`config.mk`:
```
export PLATFORM = sky130hd
export DESIGN_NAME = memaccess
export DESIGN_NICKNAME = d
export VERILOG_FILES = /design/src/rtl/memaccess.sv
export SDC_FILE = /design/constraint.sdc
export NUM_CORES = 1
export LEC_CHECK = 0
export CAP_MARGIN = 40
export CORE_MARGIN = 3
export CORE_UTILIZATION = 54
export DETAILED_ROUTE_END_ITERATION = 8
export GPL_TIMING_DRIVEN = 0
export HOLD_SLACK_MARGIN = 0.05
export PLACE_DENSITY = 0.86
export RECOVER_POWER = 50
export SYNTH_ARGS = -nofsm -noshare
export SYNTH_HDL_FRONTEND = slang
export SYNTH_SLANG_ARGS = --single-unit
```
`constraint.sdc`:
```
create_clock -name clk -period 4.7 [get_ports clk]
set_input_delay 0.47 -clock clk [delete_from_list [all_inputs] [get_ports clk]]
set_output_delay 0.47 -clock clk [all_outputs]
set_load 0.01 [all_outputs]
```
`src/rtl/memaccess.sv`:
```
// memaccess: LC3 memory-access stage between execute and writeback.
// Runs LD/LDI/ST/STI over a ready-handshaked data-memory port. Indirect ops
// fetch a pointer first. A per-phase watchdog aborts a stalled access and
// flags err. All outputs come straight from flops.
module memaccess #(
    parameter int unsigned TIMEOUT = 255
) (
    input  logic        clk,
    input  logic        rst,
    input  logic        start,
    input  logic [1:0]  mem_op,
    input  logic [15:0] M_addr,
    input  logic [15:0] M_data,
    output logic [15:0] dmem_addr,
    output logic [15:0] dmem_din,
    output logic        dmem_rd,
    output logic        dmem_we,
    input  logic [15:0] dmem_dout,
    input  logic        dmem_ready,
    output logic [15:0] memout,
    output logic        busy,
    output logic        done,
    output logic        err
);

    // Watchdog compare value; the counter is 8 bits wide.
    localparam logic [7:0] TimeoutCnt = 8'(TIMEOUT);

    // mem_op bit 1 selects a store, bit 0 selects an indirect (pointer) access.
    localparam int unsigned OpStoreBit = 1;
    localparam int unsigned OpIndBit   = 0;

    typedef enum logic [2:0] {
        StIdle,
        StRdInd,
        StRdData,
        StWrData,
        StDone
    } state_e;

    state_e      state_q, state_d;
    logic [1:0]  op_q, op_d;
    logic [15:0] addr_q, addr_d;
    logic [15:0] data_q, data_d;
    logic [15:0] ptr_q, ptr_d;
    logic [7:0]  cnt_q, cnt_d;
    logic [15:0] memout_q, memout_d;
    logic        err_q, err_d;

    logic [15:0] dmem_addr_q, dmem_addr_d;
    logic [15:0] dmem_din_q, dmem_din_d;
    logic        dmem_rd_q, dmem_rd_d;
    logic        dmem_we_q, dmem_we_d;
    logic        busy_q, busy_d;
    logic        done_q, done_d;

    logic        timed_out;

    // Watchdog fires only when the limit is reached and memory still has not answered.
    assign timed_out = (cnt_q == TimeoutCnt) && !dmem_ready;

    // State and datapath registers.
    always_ff @(posedge clk or negedge rst) begin
        if (!rst) begin
            state_q  <= StIdle;
            op_q     <= 2'b00;
            addr_q   <= 16'h0000;
            data_q   <= 16'h0000;
            ptr_q    <= 16'h0000;
            cnt_q    <= 8'h00;
            memout_q <= 16'h0000;
            err_q    <= 1'b0;
        end else begin
            state_q  <= state_d;
            op_q     <= op_d;
            addr_q   <= addr_d;
            data_q   <= data_d;
            ptr_q    <= ptr_d;
            cnt_q    <= cnt_d;
            memout_q <= memout_d;
            err_q    <= err_d;
        end
    end

    // Next-state and datapath update.
    always_comb begin
        state_d  = state_q;
        op_d     = op_q;
        addr_d   = addr_q;
        data_d   = data_q;
        ptr_d    = ptr_q;
        cnt_d    = cnt_q;
        memout_d = memout_q;
        err_d    = err_q;

        case (state_q)
            StIdle: begin
                if (start) begin
                    op_d   = mem_op;
                    addr_d = M_addr;
                    data_d = M_data;
                    err_d  = 1'b0;
                    cnt_d  = 8'h00;
                    if (mem_op[OpIndBit]) begin
                        state_d = StRdInd;
                    end else if (mem_op[OpStoreBit]) begin
                        state_d = StWrData;
                    end else begin
                        state_d = StRdData;
                    end
                end
            end

            StRdInd: begin
                if (dmem_ready) begin
                    ptr_d   = dmem_dout;
                    cnt_d   = 8'h00;
                    state_d = op_q[OpStoreBit] ? StWrData : StRdData;
                end else if (timed_out) begin
                    err_d   = 1'b1;
                    state_d = StDone;
                end else begin
                    cnt_d = cnt_q + 8'd1;
                end
            end

            StRdData: begin
                if (dmem_ready) begin
                    memout_d = dmem_dout;
                    state_d  = StDone;
                end else if (timed_out) begin
                    err_d   = 1'b1;
                    state_d = StDone;
                end else begin
                    cnt_d = cnt_q + 8'd1;
                end
            end

            StWrData: begin
                if (dmem_ready) begin
                    state_d = StDone;
                end else if (timed_out) begin
                    err_d   = 1'b1;
                    state_d = StDone;
                end else begin
                    cnt_d = cnt_q + 8'd1;
                end
            end

            StDone: begin
                state_d = StIdle;
            end

            default: begin
                state_d = StIdle;
            end
        endcase
    end

    // Output decode from the upcoming state so the flopped outputs line up with it.
    always_comb begin
        dmem_addr_d = 16'h0000;
        dmem_din_d  = 16'h0000;
        dmem_rd_d   = 1'b0;
        dmem_we_d   = 1'b0;
        busy_d      = (state_d != StIdle);
        done_d      = (state_d == StDone);

        case (state_d)
            StRdInd: begin
                dmem_rd_d   = 1'b1;
                dmem_addr_d = addr_d;
            end
            StRdData: begin
                dmem_rd_d   = 1'b1;
                dmem_addr_d = op_d[OpIndBit] ? ptr_d : addr_d;
            end
            StWrData: begin
                dmem_we_d   = 1'b1;
                dmem_addr_d = op_d[OpIndBit] ? ptr_d : addr_d;
                dmem_din_d  = data_d;
            end
            default: begin
                dmem_rd_d = 1'b0;
            end
        endcase
    end

    // Output registers.
    always_ff @(posedge clk or negedge rst) begin
        if (!rst) begin
            dmem_addr_q <= 16'h0000;
            dmem_din_q  <= 16'h0000;
            dmem_rd_q   <= 1'b0;
            dmem_we_q   <= 1'b0;
            busy_q      <= 1'b0;
            done_q      <= 1'b0;
        end else begin
            dmem_addr_q <= dmem_addr_d;
            dmem_din_q  <= dmem_din_d;
            dmem_rd_q   <= dmem_rd_d;
            dmem_we_q   <= dmem_we_d;
            busy_q      <= busy_d;
            done_q      <= done_d;
        end
    end

    assign dmem_addr = dmem_addr_q;
    assign dmem_din  = dmem_din_q;
    assign dmem_rd   = dmem_rd_q;
    assign dmem_we   = dmem_we_q;
    assign busy      = busy_q;
    assign done      = done_q;
    assign memout    = memout_q;
    assign err       = err_q;

endmodule
```
Word level (Yosys, flattened, before mapping)

Cells that the tools add are included.
Widths: inputs -> output; s select.

Add/subtract/negate cells: 1
Equality and inequality tests: 12
Multiplexer cells: 30
Reduce and logical (&&, ||, !) cells: 14

Operators with widths:

| cell                | number |
|---|---|
| $mux 16             | 8 |
| $mux 8              | 4 |
| $pmux 16 s2         | 1 |
| $pmux 8 s3          | 1 |
| $eq 3x2->1 const B  | 4 |
| $mux 3              | 4 |
| $mux 1              | 9 |
| $pmux 3 s3          | 1 |
| $add 8x1->8 const B | 1 |
| $eq 8x8->1 const B  | 1 |
| $eq 3x1->1 const B  | 2 |
| $ne 2x2->1 const B  | 3 |
| $reduce_bool 3->1   | 2 |
| $reduce_or 2->1     | 3 |
| $reduce_and 2->1    | 2 |
| $reduce_and 4->1    | 1 |
| $eq 3x3->1 const B  | 1 |
| $logic_not 3->1     | 1 |
| $reduce_and 3->1    | 1 |
| $reduce_or 3->1     | 1 |
| $mux 2              | 1 |
| $ne 2x1->1 const B  | 1 |
| $pmux 1 s2          | 1 |
| $reduce_bool 2->1   | 1 |
| 2 further kinds     | 2 |

Flip-flop bits (word level): 114
Input bits: 54
Output and inout port bits: 53

Longest topological paths before layout

Depth after elaboration: 8
Mapped depth: 8

Worst setup path before layout

Ideal clock, no wire load.

Path kind: register to register
From: register state_q[0]
To: register dmem_addr_q[10], in the netlist dmem_addr[10]
Arrival time: 1.888 ns
Data required time: 4.599 ns
Setup slack: 2.711 ns
Stages on the path, launching flop included: 9
Period minus slack after synthesis: 1.989 ns
Path through: dfrtp_1 buf_6 or4b_1 buf_6 mux2i_4 inv_2 buf_6 nor2_1 o32ai_1

Elaborated cells between the ends (all ways): 19
Those cells by class: 6 x eq/ne; 10 x mux; 3 x reduce/logical

RTL lines:

| element                  | line     | source |
|---|---|---|
| start: declaration       | 41       | `state_e state_q, state_d;` |
| start signal: assignment | 65       | `state_q <= StIdle;` |
| start signal: assignment | 74       | `state_q <= state_d;` |
| $logic_not 3->1          | 96       | `case (state_q)` |
| $mux 1                   | 96       |  |
| net op_d[0]              | 42       | `logic [1:0] op_q, op_d;` |
| $mux 16                  | 176, 180 |  |
| $pmux 16 s2              | 169      | `case (state_d)` |
| net dmem_addr_d[10]      | 50       | `logic [15:0] dmem_addr_q, dmem_addr_d;` |
| end signal: assignment   | 199      | `dmem_addr_q <= dmem_addr_d;` |
| end: declaration         | 50       |  |

The timed path passes the listed nets, and every way through them passes these cells.
A chain may end at the register's enable or synchronous reset.

Final worst setup path

From: register state_q[2]
To: register err_q, in the netlist err

Longest elaborated chain between the ends: 4
Elaborated cells between the ends (all ways): 11
Those cells by class: 6 x eq/ne; 1 x mux; 4 x reduce/logical

Ends and longest elaborated chain:

| element                                             | line | source |
|---|---|---|
| $eq 3x2->1 or $eq 3x1->1 (tied branches)            | 96   |  |
| $reduce_or 3->1 (no source line)                    | n/a  |  |
| $ne 2x1->1 (no source line) (tied with other cells) | n/a  |  |
| $reduce_and 4->1 (no source line)                   | n/a  |  |
| end signal: assignment                              | 81   | `err_q <= err_d;` |
| end: declaration                                    | 48   | `logic err_q, err_d;` |

Parallel ways exist; a longest one is shown, timed or not.

==> results.md <==
* Pre-antenna DRT Iters at 5
* Clk Latency, worst-skew pair at 0.52 ns
* FMAX at 0.3003 GHz
* Pins Over Slew Limit at 40
* Main combinational cell family by area after synthesis: simple AND/OR/NAND/NOR gates
* VDD IR-drop max at 0.4452 mV
* Initial antenna violation count at 0
* YS warnings at 0
* Root Buffer: clkbuf_8
* Rows at 33
* TritonCTS clock tree: done
* CP Capture Type: flip-flop
* Ys flop type: dfrtp_1
* Crit path kind: reg -> reg
* Reg2Reg Depth at 6
* Post-Synth XOR/XNOR Area at 0%
* Initial Utilization at 56.54%
* Post-placement setup slack at 1.901 ns
* Max Cap Viol at 2
* Final worst setup slack at about 1.4 ns
* Detailed-placement wirelength estimate at 7949 um
* WP data arrival at between 3 and 4 ns
* Post-Synth Adder-Cell Area at 0.2653%
* Tcrit/Tclk final at 70.86%
* Chip height at just under 100 um
* Htree depth at 4
* Synth unique cells at between 40 and 50
* Synth Area in Simple Gates at 13.72%
* Fin crit period at between 3 and 4 ns
* Cell Area, Synth at 4716 sq um
* Max FO, Critical Path at 10
* IO Count at 107
* Setup crit start kind: flip-flop
* Hold path cells at 2
* First-pass GRT wire length at approximately 20000 um
* RSZ-0062 raised after global routing: false
* Critical Path RT at just over 5 ns
* Placed Instances at 604
* Mapped Cells at slightly below 400
* Status: complete, but fails checks
* Area leader, netlist: dfrtp_1
* DRC errors left at 0
* Clk slew on worst S/H paths at 0.06 ns
* Number of port buffers at about 110
* Least-Margin Pin Slew at 1.812 ns
* Cts repair resizes at 0
* Synthesized net count at 446
* # Post-CTS Setup Buffers at 0
* Power Dens Cells at approximately 720 nW/um^2
* Final setup viols at 0
* Hold Vio Cnt, Final at 0
* Vias in the first global route at approximately 4k
* Die ar. at 9890 sq um
* Post-synthesis async set-or-reset flop share at 100.0%
* Synth-to-layout area growth at 39.37%
* Routability cong. at approximately 0.92
* Routed wire length at 12340 um
* Post-synthesis mux area share at 12.18%
* Max Clock Skew at 0.006748 ns
* Iteration-0 DRC Markers at 190
* Routed vias/inst at 5.705
* Die X at 99.45 um
* Post-route cell area at roughly 6600 sq um
* Total CTS buffers at 17
* ANT nets after route at 0
* Synth area leaders: dfrtp_1, mux2_2, nand2_1
* Via count at 3634
* Fin nets at 574
* Slew margin rel. at -20.83%
* Cell Area, Placed at about 5900 sq um
* Clk buf depth at 2
* Total Routing Usage GR at 27.09%
* Pin count of the biggest net entering global routing at 46
* Seq/Total Area, Yosys at 60.49%
* CTS sink count at 114
* Wirelength per Cell at 19.38 um
* Worst min path class: reg -> reg
* N_diodes at 0
* FF-to-FF setup slack at 1.37 ns
* Layout cells sized above 1 at 17.86%
* Synthesized area per cell at 12.06 sq um
* Number of synthesized flops with an enable pin at 0
* Final cell count without fillers at 637
* Core area at 8341 sq um
* Synth Register Bits at 114
* Pleak at 2.922 nW
* Compound-Gate Fraction of Synth Area at 9.074%
* Hold WS at ~0.48 ns
* GR Overflow Total at 0
* Yosys top cell area share at just over 60%
* Failing checks: max-capacitance violations, max-slew violations
[worst max-delay path: stages, from the launching register on]
cell      delay [ns]
dfrtp_1         0.36
clkbuf_1        0.21
nor4b_1         1.41
clkbuf_1        0.46
o21ai_0         0.30
a311oi_1        0.38
o21a_1          0.15
[synth_stat cells (2+ instances only)]
| cell | count |
|---|---|
| mux2_2 | 49 |
| clkbuf_1 | 3 |
| dfrtp_1 | 114 |
| a31oi_1 | 4 |
| nand2b_1 | 2 |
| a21oi_1 | 4 |
| o21ai_0 | 7 |
| inv_2 | 2 |
| o311ai_0 | 2 |
| o21ai_1 | 2 |
| nor2b_1 | 4 |
| o32ai_1 | 13 |
| nand3_1 | 6 |
| inv_1 | 22 |
| a41oi_1 | 3 |
| nand4_1 | 3 |
| nor2_1 | 35 |
| o21a_1 | 3 |
| nor3b_1 | 16 |
| buf_6 | 4 |
| buf_2 | 11 |
| nand2_1 | 55 |
| o32ai_2 | 2 |
[area by class of cell]
class / count / area, sq um
Tap cell: 105 / 131.4
Sequential cell: 114 / 2853
Inverter: 24 / 90.09
Clock buffer: 19 / 431.7
Fill cell: 488 / 1768
Buffer: 18 / 107.6
Clock inverter: 13 / 207.7
Timing Repair Buffer: 109 / 1105
Multi-Input combinational cell: 235 / 1647
[kinds of logic (layout without fill, tap and decap cells)]
logic type / after synthesis / after routing
adders and majority gates: 1 / 1
and+or+nand+nor: 131 / 131
muxes: 50 / 50
buffers and inverters: 42 / 183
DFF: 114 / 114
AOI/OAI and AO/OA: 53 / 53
[flip-flops by register name, summed over array words and instances, names as in the netlist, 2 cells and up]
| register | flops |
|---|---|
| addr_q | 16 |
| cnt_q | 8 |
| data_q | 16 |
| dmem_addr | 16 |
| dmem_din | 16 |
| memout | 16 |
| op_q | 2 |
| ptr_q | 16 |
| state_q | 3 |
[routing by layer]
metal	track usage (%)	vias up	routed length, um	share of wire (%)
met3	7.854	38	761	6.2
met5	0	-	0	0
li1	-	1625	-	-
met2	46.49	140	6421	52
met1	31.65	1831	4771	39
met4	11.87	0	388	3.1
[through the flow]
step                      util, %  TNS (ns)  power (W)
after floorplan                 -         0   0.002611
after global placement      70.84   -109.44   0.003223
after detailed placement    71.29         0   0.003315
after CTS                   79.07         0   0.004775
after global routing        78.80         0   0.004975
final                       78.80         0   0.004723
[path summary, 6_finish.rpt]
check | from | to
setup / recovery | state_q[2] | err
hold / removal | data_q[11] | data_q[11]
setup reg to reg | state_q[2] | err
hold reg to reg | data_q[11] | data_q[11]
max in group asynchronous | rst | dmem_din[0]
min in group asynchronous | rst | done
[where the power goes]
group          leakage [nW]  switching, W  internal, W  total (W)
Clock                 0.300      0.000457     0.000928    0.00138
Combinational          1.19      0.000956     0.000831    0.00179
Sequential             1.43      0.000160      0.00139    0.00155
Total                  2.92       0.00157      0.00315    0.00472
[timing repair]
action	CTS	global route
endpoints found under the hold margin	31	0
endpoints found under the setup margin	0	0
hold buffers	1	0
[cells in the final DEF, fill, tap and decap left out, types with 3 or more instances in the layout]
master / n
nand2_1: 55
buf_6: 4
nand3_1: 6
nor3b_1: 16
a21oi_1: 4
clkinvlp_4: 4
buf_2: 8
a41oi_1: 3
mux2_1: 9
a31oi_1: 4
bufinv_16: 5
dfrtp_1: 114
clkdlybuf4s50_1: 98
nor2_1: 35
nor2b_1: 4
dlygate4sd3_1: 8
o32ai_1: 13
o21a_1: 3
inv_1: 22
mux2_2: 40
clkbuf_16: 16
clkbuf_1: 8
nand4_1: 3
o21ai_0: 7
(Power assumes the default switching activity.)
